<file path="src/rtl/normalizer_divider_seq.sv">
// normalizer_divider_seq
//   Sequential signed fixed-point divider: out = (in1 << FRAC) / in2.
//   Magnitudes are divided by restoring division, one quotient bit per
//   cycle. The sign is applied and the result saturated in a single
//   FIX cycle. One operation is in flight at a time.
//
//   Parameters
//     WIDTH  operand/result width (8..64), two's complement
//     FRAC   fractional bits appended to the dividend (0..WIDTH-1)
//
//   Ports
//     clk        rising-edge clock
//     rst        synchronous active-high reset, priority over handshakes
//     in1/in2    signed dividend / divisor
//     in_valid   operands valid; accepted when in_ready=1
//     in_ready   high only while idle
//     out        signed quotient, truncated toward zero
//     out_valid  result valid; held until out_ready
//     out_ready  consumer accepts the result
//     dz         divide-by-zero flag, valid with out_valid
//     ovf        saturation flag (not set for divide by zero)
//
//   Optional feature
//     NORMALIZER_DIV_ROUND_EN  when defined, one extra quotient bit is
//     produced. It rounds the magnitude half away from zero, which adds
//     one cycle of latency.
module normalizer_divider_seq #(
    parameter int WIDTH = 32,
    parameter int FRAC  = 16
) (
    input  logic             clk,
    input  logic             rst,
    input  logic [WIDTH-1:0] in1,
    input  logic [WIDTH-1:0] in2,
    input  logic             in_valid,
    output logic             in_ready,
    output logic [WIDTH-1:0] out,
    output logic             out_valid,
    input  logic             out_ready,
    output logic             dz,
    output logic             ovf
);

    localparam int N = WIDTH + FRAC;
`ifdef NORMALIZER_DIV_ROUND_EN
    localparam int ITER = N + 1;
`else
    localparam int ITER = N;
`endif
    localparam int CW = $clog2(ITER + 1);

    // Magnitude limits, widened to the N+1 bit quotient magnitude
    localparam logic [N:0] LIM_POS = {{(FRAC + 2){1'b0}}, {(WIDTH - 1){1'b1}}};
    localparam logic [N:0] LIM_NEG = LIM_POS + 1'b1;
    localparam logic [WIDTH-1:0] SAT_MAX = {1'b0, {(WIDTH - 1){1'b1}}};
    localparam logic [WIDTH-1:0] SAT_MIN = {1'b1, {(WIDTH - 1){1'b0}}};

    typedef enum logic [1:0] {IDLE, CALC, FIX, DONE} state_t;

    state_t           r_state;
    state_t           w_next;
    logic             r_sign;
    logic             r_dz_pend;
    logic [WIDTH-1:0] r_mag2;
    logic [WIDTH-1:0] r_rem;
    logic [ITER-1:0]  r_dvd;
    logic [ITER-1:0]  r_quo;
    logic [CW-1:0]    r_cnt;
    logic [WIDTH-1:0] r_out;
    logic             r_dz;
    logic             r_ovf;

    logic [WIDTH-1:0] w_mag1;
    logic [WIDTH-1:0] w_mag2;
    logic [WIDTH:0]   w_trial;
    logic             w_ge;
    logic [WIDTH-1:0] w_diff;
    logic [WIDTH-1:0] w_rem_nxt;
    logic [N:0]       w_qmag;
    logic [WIDTH:0]   w_fix;

    // Collapse the raw quotient into an N+1 bit magnitude
    function automatic logic [N:0] round_mag(input logic [ITER-1:0] q);
`ifdef NORMALIZER_DIV_ROUND_EN
        // Extra LSB is the half bit: add it to round half away from zero
        return {1'b0, q[ITER-1:1]} + {{N{1'b0}}, q[0]};
`else
        return {1'b0, q};
`endif
    endfunction

    // Returns {ovf, result}. With a zero divisor, sign equals in1's sign
    // because the divisor's MSB is 0.
    function automatic logic [WIDTH:0] fix_result(input logic [N:0] qmag,
                                                  input logic       sign,
                                                  input logic       dzero);
        logic sat;
        sat = dzero | (qmag > (sign ? LIM_NEG : LIM_POS));
        if (sat)
            return {~dzero, (sign ? SAT_MIN : SAT_MAX)};
        else
            return {1'b0, (sign ? -qmag[WIDTH-1:0] : qmag[WIDTH-1:0])};
    endfunction

    // Unsigned magnitudes; -2^(WIDTH-1) maps exactly onto 2^(WIDTH-1)
    assign w_mag1 = in1[WIDTH-1] ? -in1 : in1;
    assign w_mag2 = in2[WIDTH-1] ? -in2 : in2;

    // Restoring step: the partial remainder is always < divisor, so the
    // subtraction result fits in WIDTH bits
    assign w_trial   = {r_rem, r_dvd[ITER-1]};
    assign w_ge      = w_trial >= {1'b0, r_mag2};
    assign w_diff    = w_trial[WIDTH-1:0] - r_mag2;
    assign w_rem_nxt = w_ge ? w_diff : w_trial[WIDTH-1:0];

    assign w_qmag = round_mag(r_quo);
    assign w_fix  = fix_result(w_qmag, r_sign, r_dz_pend);

    always_ff @(posedge clk) begin
        if (rst)
            r_state <= IDLE;
        else
            r_state <= w_next;
    end

    always_comb begin
        w_next = r_state;
        case (r_state)
            IDLE:    if (in_valid) w_next = (in2 == '0) ? FIX : CALC;
            CALC:    if (r_cnt == CW'(ITER - 1)) w_next = FIX;
            FIX:     w_next = DONE;
            DONE:    if (out_ready) w_next = IDLE;
            default: w_next = IDLE;
        endcase
    end

    always_ff @(posedge clk) begin
        if (rst) begin
            r_sign    <= 1'b0;
            r_dz_pend <= 1'b0;
            r_mag2    <= '0;
            r_rem     <= '0;
            r_dvd     <= '0;
            r_quo     <= '0;
            r_cnt     <= '0;
            r_out     <= '0;
            r_dz      <= 1'b0;
            r_ovf     <= 1'b0;
        end else begin
            case (r_state)
                IDLE: begin
                    if (in_valid) begin
                        r_sign    <= in1[WIDTH-1] ^ in2[WIDTH-1];
                        r_dz_pend <= (in2 == '0);
                        r_mag2    <= w_mag2;
                        r_dvd     <= ITER'(w_mag1) << (ITER - WIDTH);
                        r_rem     <= '0;
                        r_quo     <= '0;
                        r_cnt     <= '0;
                    end
                end
                CALC: begin
                    r_rem <= w_rem_nxt;
                    r_dvd <= r_dvd << 1;
                    r_quo <= {r_quo[ITER-2:0], w_ge};
                    r_cnt <= r_cnt + CW'(1);
                end
                FIX: begin
                    r_out <= w_fix[WIDTH-1:0];
                    r_ovf <= w_fix[WIDTH];
                    r_dz  <= r_dz_pend;
                end
                default: ;
            endcase
        end
    end

    assign in_ready  = (r_state == IDLE);
    assign out_valid = (r_state == DONE);
    assign out       = r_out;
    assign dz        = r_dz;
    assign ovf       = r_ovf;

endmodule
</file>
<file path="config.mk">
export PLATFORM = sky130hd
export DESIGN_NAME = normalizer_divider_seq
export DESIGN_NICKNAME = d
export VERILOG_FILES = /design/src/rtl/normalizer_divider_seq.sv
export SDC_FILE = /design/constraint.sdc
export NUM_CORES = 1
export LEC_CHECK = 0
export ABC_AREA = 1
export BUFFER_PORTS_ARGS = -buffer_cell sky130_fd_sc_hd__buf_2
export CAP_MARGIN = 30
export CORE_MARGIN = 3
export CORE_UTILIZATION = 48
export CTS_BUF_LIST = sky130_fd_sc_hd__clkbuf_2 sky130_fd_sc_hd__clkbuf_4 sky130_fd_sc_hd__clkbuf_8
export DETAILED_ROUTE_END_ITERATION = 6
export MAX_ROUTING_LAYER = met4
export PLACE_DENSITY_LB_ADDON = 0.25
export SLEW_MARGIN = 30
export SYNTH_ARGS = -nofsm -noshare
export SYNTH_HDL_FRONTEND = slang
export SYNTH_SLANG_ARGS = --single-unit
</file>
<file path="constraint.sdc">
create_clock -name clk -period 9.7 [get_ports clk]
set_input_delay 1.455 -clock clk [delete_from_list [all_inputs] [get_ports clk]]
set_output_delay 1.455 -clock clk [all_outputs]
set_load 0.02 [all_outputs]
</file>
; ---- Yosys cells after proc, flatten, opt, wreduce, memory -nomap -nowiden
; Cells that the tools add are included.
[word_totals]
memories = 0
latch_bits = 0
ff_bits = 204
ram_bits = 0
output_inout_bits = 36
inputBits = 68
word_cells = 54
rom_bits = 0
[op_classes]
n_bitwise = 3
add_sub_neg = 5
n_reduce_logical = 6
n_lt_le_gt_ge = 2
muxes = 20
n_shift = 0
div_mod_pow = 0
multipliers = 0
n_eq_ne = 7
[ops]
columns = operator, count
row1 = $mux W32, 7
row2 = $pmux W48 S2, 2
row3 = $mux W48, 2
row4 = $neg A32 Y32, 3
row5 = $pmux W32 S2, 1
row6 = $gt A48 B32 Y1, 1
row7 = $ge A33 B32 Y1, 1
row8 = $mux W33, 1
row9 = $logic_not A32 Y1, 1
row10 = $sub A32 B32 Y32, 1
row11 = $pmux W6 S2, 1
row12 = $mux W2, 4
row13 = $pmux W2 S4, 1
row14 = $add A6 B1 Y6 const B, 1
row15 = $eq A6 B6 Y1 const B, 1
row16 = $mux W6, 1
row17 = $eq A2 B2 Y1 const B, 2
row18 = $ne A2 B2 Y1 const B, 2
row19 = $reduce_and A2 Y1, 2
row20 = $reduce_and A3 Y1, 1
row21 = $eq A2 B1 Y1 const B, 1
row22 = $logic_not A2 Y1, 1
row23 = $ne A2 B1 Y1 const B, 1
row24 = $reduce_bool A2 Y1, 1
row25 = 3 further kinds, 3

; ---- Logic depth before layout (Yosys ltp)
[depth]
ltp_word = 4
ltp_mapped = 22
depth_no_buf = 19

; ---- Least setup slack after synthesis
; OpenSTA, ideal clock, no wires.
[synth_path]
path_kind = reg2reg
start = register r_sign
end = register r_out[19] (netlist: out[19])
slack_ns = 6.472
stages_incl_launch_ff = 17
synth_period_minus_slack_ns = 3.228
setup_time_ns = 0.109
arrival_ns = 3.119
path_buffers = 3
cell_sequence = dfxtp_1 -> clkbuf_1 -> inv_1 -> buf_1 -> ha_1 -> nand2_1 -> nor2_1 -> nand4_1 -> nor3_2 -> nand2_1 -> nand2_4 -> nand2_4 -> a21oi_4 -> buf_6 -> nand2_1 -> nand2_1 -> inv_1
[synth_between]
elab_chain_cells = 4
word_cells_on_any_way = 6
cone_classes = 1 x order compare / 4 x mux / 1 x bitwise
[synth_rtl]
columns = element, line
row1 = from (decl), 62  ; logic r_sign;
row2 = from (signal assigned), 153  ; r_sign <= in1[WIDTH-1] ^ in2[WIDTH-1];
row3 = $mux W32, "98, 100"
row4 = $gt A48 B32 Y1, 98  ; sat = dzero | (qmag > (sign ? LIM_NEG : LIM_POS));
row5 = $or A1 B1 Y1, 98
row6 = $mux W33 *, 99  ; if (sat)
row7 = to (signal assigned), 169  ; r_out <= w_fix[WIDTH-1:0];
row8 = to (decl), 69  ; logic [WIDTH-1:0] r_out;
; Every way passes the cells marked *; elsewhere a longest branch is shown, timed or not.
; A chain may end at the register's enable or synchronous reset.

; ---- Worst setup path in the final report
[layout_path]
start = register r_sign
end = register r_out[4] (netlist: out[4])
; The elaborated chain is that of the path after synthesis.

==> results_dict.tcl <==
set metrics [dict create \
    status "finished clean" \
    maxSlewViolCount 0 \
    ir_drop_mv 0.103 \
    async_reset_ff_frac 0 \
    cts_root_buf "clkbuf_8" \
    post_cts_buffers 0 \
    cp_top_family "simple AND/OR/NAND/NOR gates" \
    timing_hold_violations_final 0 \
    vias 13500 \
    finish.instance_area_sq_um 14100 \
    leakage_nw 6.84 \
    min_period_ns 3.82 \
    core_sq_um 26400 \
    synth_area_leaders "dfxtp_1 29%, nand2_1 15%, a21oi_1 8.9%" \
    worst_pin_slew_ns 0.818 \
    critPathKind "reg2reg" \
    cts_resized 0 \
    die_y_um 171 \
    fmax_mhz 262 \
    placementRows 59 \
    synth_xor_area_frac 0.0489 \
    rsz0062_at_grt "no" \
    cp_num_buf_inv 3 \
    clk_pin_slew_ns 0.12 \
    dp_cells 2452 \
    synth_top_cell_by_area "dfxtp_1" \
    dieArea_sq_um 29300 \
    met1_length_um 17400 \
    grt_max_degree 93 \
    min_path_type "reg2reg" \
    wl_met2_um 17900 \
    drt_wl_total_um 37700 \
    hpwl_um 28000 \
    period_share 0.394 \
    htreeDepth 4 \
    synth_edf_count 0 \
    top_layer_used "met4" \
    drtIter0Drc 1022 \
    cp_max_fo 57 \
    cp_common_cell "nand2_1" \
    ys_warn_count 0 \
    grt_antenna_before_repair 1 \
    clock-sinks 188 \
    setup_viol 0 \
    relSlewSlack 0.454 \
    crit_chain "buf_4 > inv_1 > ha_1 > nand2_1 > nor2_1 > nand4_1 > nor3_2 > nand2_1 > nand2_4 > nand2_4 > a21oi_4 > nand2_1 > nand2_1 > inv_1" \
    cts_buffers 17 \
    maxCapViolCount 0 \
    insertion_delay_ns 0.48 \
    fin_skew_ns 0.0169 \
    power_density_nw_per_um2 146 \
    synth_ff_type "dfxtp_1" \
    grt_overflow 0 \
    grt_pass1_vias 12600 \
    synth_fa_ha_area_frac 0.0704 \
    areaGrowthSynthToFinish_pct 8.16 \
    drc 0 \
    syn_inst 2092 \
    ioPinCount 104 \
    cp.arrival_ns 4.20 \
    nets 2277 \
    synth_mux_area_frac 0 \
    final_layout_size_suffix_gt1_frac 0.0777 \
    post_dp_cell_area_sq_um 13700 \
    first_pass_iters 6 \
    grt_usage 0.267 \
    synth_nets 2233 \
    most-common-layout-cells "538 x nand2_1, 267 x nor2_1, 232 x a21oi_1, 215 x inv_1, 187 x dfxtp_1" \
    routedWlPerCell_um 15.2 \
    vias_per_cell 5.42 \
    final.setup.tns_ns 0 \
    hold_buffers 0 \
    yosysSeqAreaShare 0.288 \
    cp.required_ns 10.08 \
    clock_path_buffers 2 \
    cts_tree "built" \
    startpoint_type "register" \
    synth_top_family_by_area "simple AND/OR/NAND/NOR gates" \
    post-synth-top-area-fraction 0.288 \
    synth_area_sq_um 13100 \
    synth_compound_area_frac 0.163 \
    instances_no_fill 2485 \
    start_util 0.495 \
    syn_avg_cell_area_sq_um 6.25 \
    endpoint_kind "register" \
    antenna_left 0 \
    yosys.area_share.simple 0.337 \
    final_common_cell "nand2_1" \
    grt_pass1_wl_um 62200 \
    port_buffers 103 \
    yosys_register_bits 188 \
    cpPeakStageDelay_ns 0.49 \
    ys_types 43 \
    die_x_um 171 \
    met3_length_um 1370 \
    place_congestion 0.944 \
    crit_path_top_delay_cell "inv_1" \
]
==> stage by stage <==
stage / hold slack, ns / setup WS, ns / utilization / power [mW]
final: 0.472 / 5.88 / 0.535 / 2.06
after floorplan: 0.441 / 6.47 / - / 1.33
after global routing: 0.493 / 5.52 / 0.535 / 2.20
after CTS: 0.475 / 5.76 / 0.535 / 2.08
after global placement: 0.449 / 5.36 / 0.519 / 1.49
after detailed placement: 0.457 / 5.25 / 0.519 / 1.50
==> Yosys cell counts, types with 5 or more instances <==
cell type,n
nand2_1,539
xor2_1,44
nor3_1,19
o21ai_0,117
o21a_1,5
nand4_1,22
a21o_1,5
nand3b_1,29
a21oi_1,232
clkbuf_1,59
nand3_1,153
dfxtp_1,188
buf_1,10
inv_1,216
ha_1,72
xnor2_1,29
buf_2,12
o211ai_1,21
nor2_1,269
buf_6,7
==> power breakdown <==
group	leakage [nW]	total (mW)	switching, mW	internal (mW)
clock network	0.218	0.577	0.333	0.244
registers	1.53	0.858	0.0289	0.829
logic	5.09	0.629	0.442	0.187
==> final timing paths <==
path                            startpoint  cells after the start        end  slack (ns)
worst max-delay path                r_sign                     14     out[4]        5.88
worst min-delay path             r_dvd[22]                      2  r_dvd[22]        0.47
worst max register to register      r_sign                     14     out[4]        5.88
worst min register to register   r_dvd[22]                      2  r_dvd[22]        0.47
==> logic make-up after synthesis <==
| family | count (synthesis) |
|---|---|
| DFF | 188 |
| and+or+nand+nor | 1052 |
| xor gates and xnor gates | 73 |
| buffers and inverters | 306 |
| AOI/OAI and AO/OA | 400 |
| adders and majority gates | 73 |
==> layer usage <==
metal,up-vias,track usage
li1,6905,-
met1,6180,0.341
met2,311,0.440
met3,63,0.0351
met4,0,0.0868
met5,-,-
==> flip-flops by register name, indices dropped and copies added (netlist names), 2 cells and up <==
signal,cells
r_quo,48
out,32
r_dvd,32
r_mag2,32
r_rem,32
r_cnt,6
r_state,2
==> cell type report <==
type,instances,area [sq um]
Inverter,218,822
Tap cell,335,419
Fill cell,2715,12300
Multi-Input combinational cell,1598,8110
Timing Repair Buffer,113,597
Clock inverter,15,195
Clock buffer,17,234
Antenna cell,1,2.50
Sequential cell,188,3760
==> worst reg2reg max path, delay by kind of cell, from the launching register on <==
kind | cells | cell delay, ns
compound gates | 1 | 0.49
fa+ha+maj | 1 | 0.45
buf+inv | 3 | 1.03
flops | 1 | 0.34
simple gates | 9 | 1.43
(Power assumes the default switching activity.)
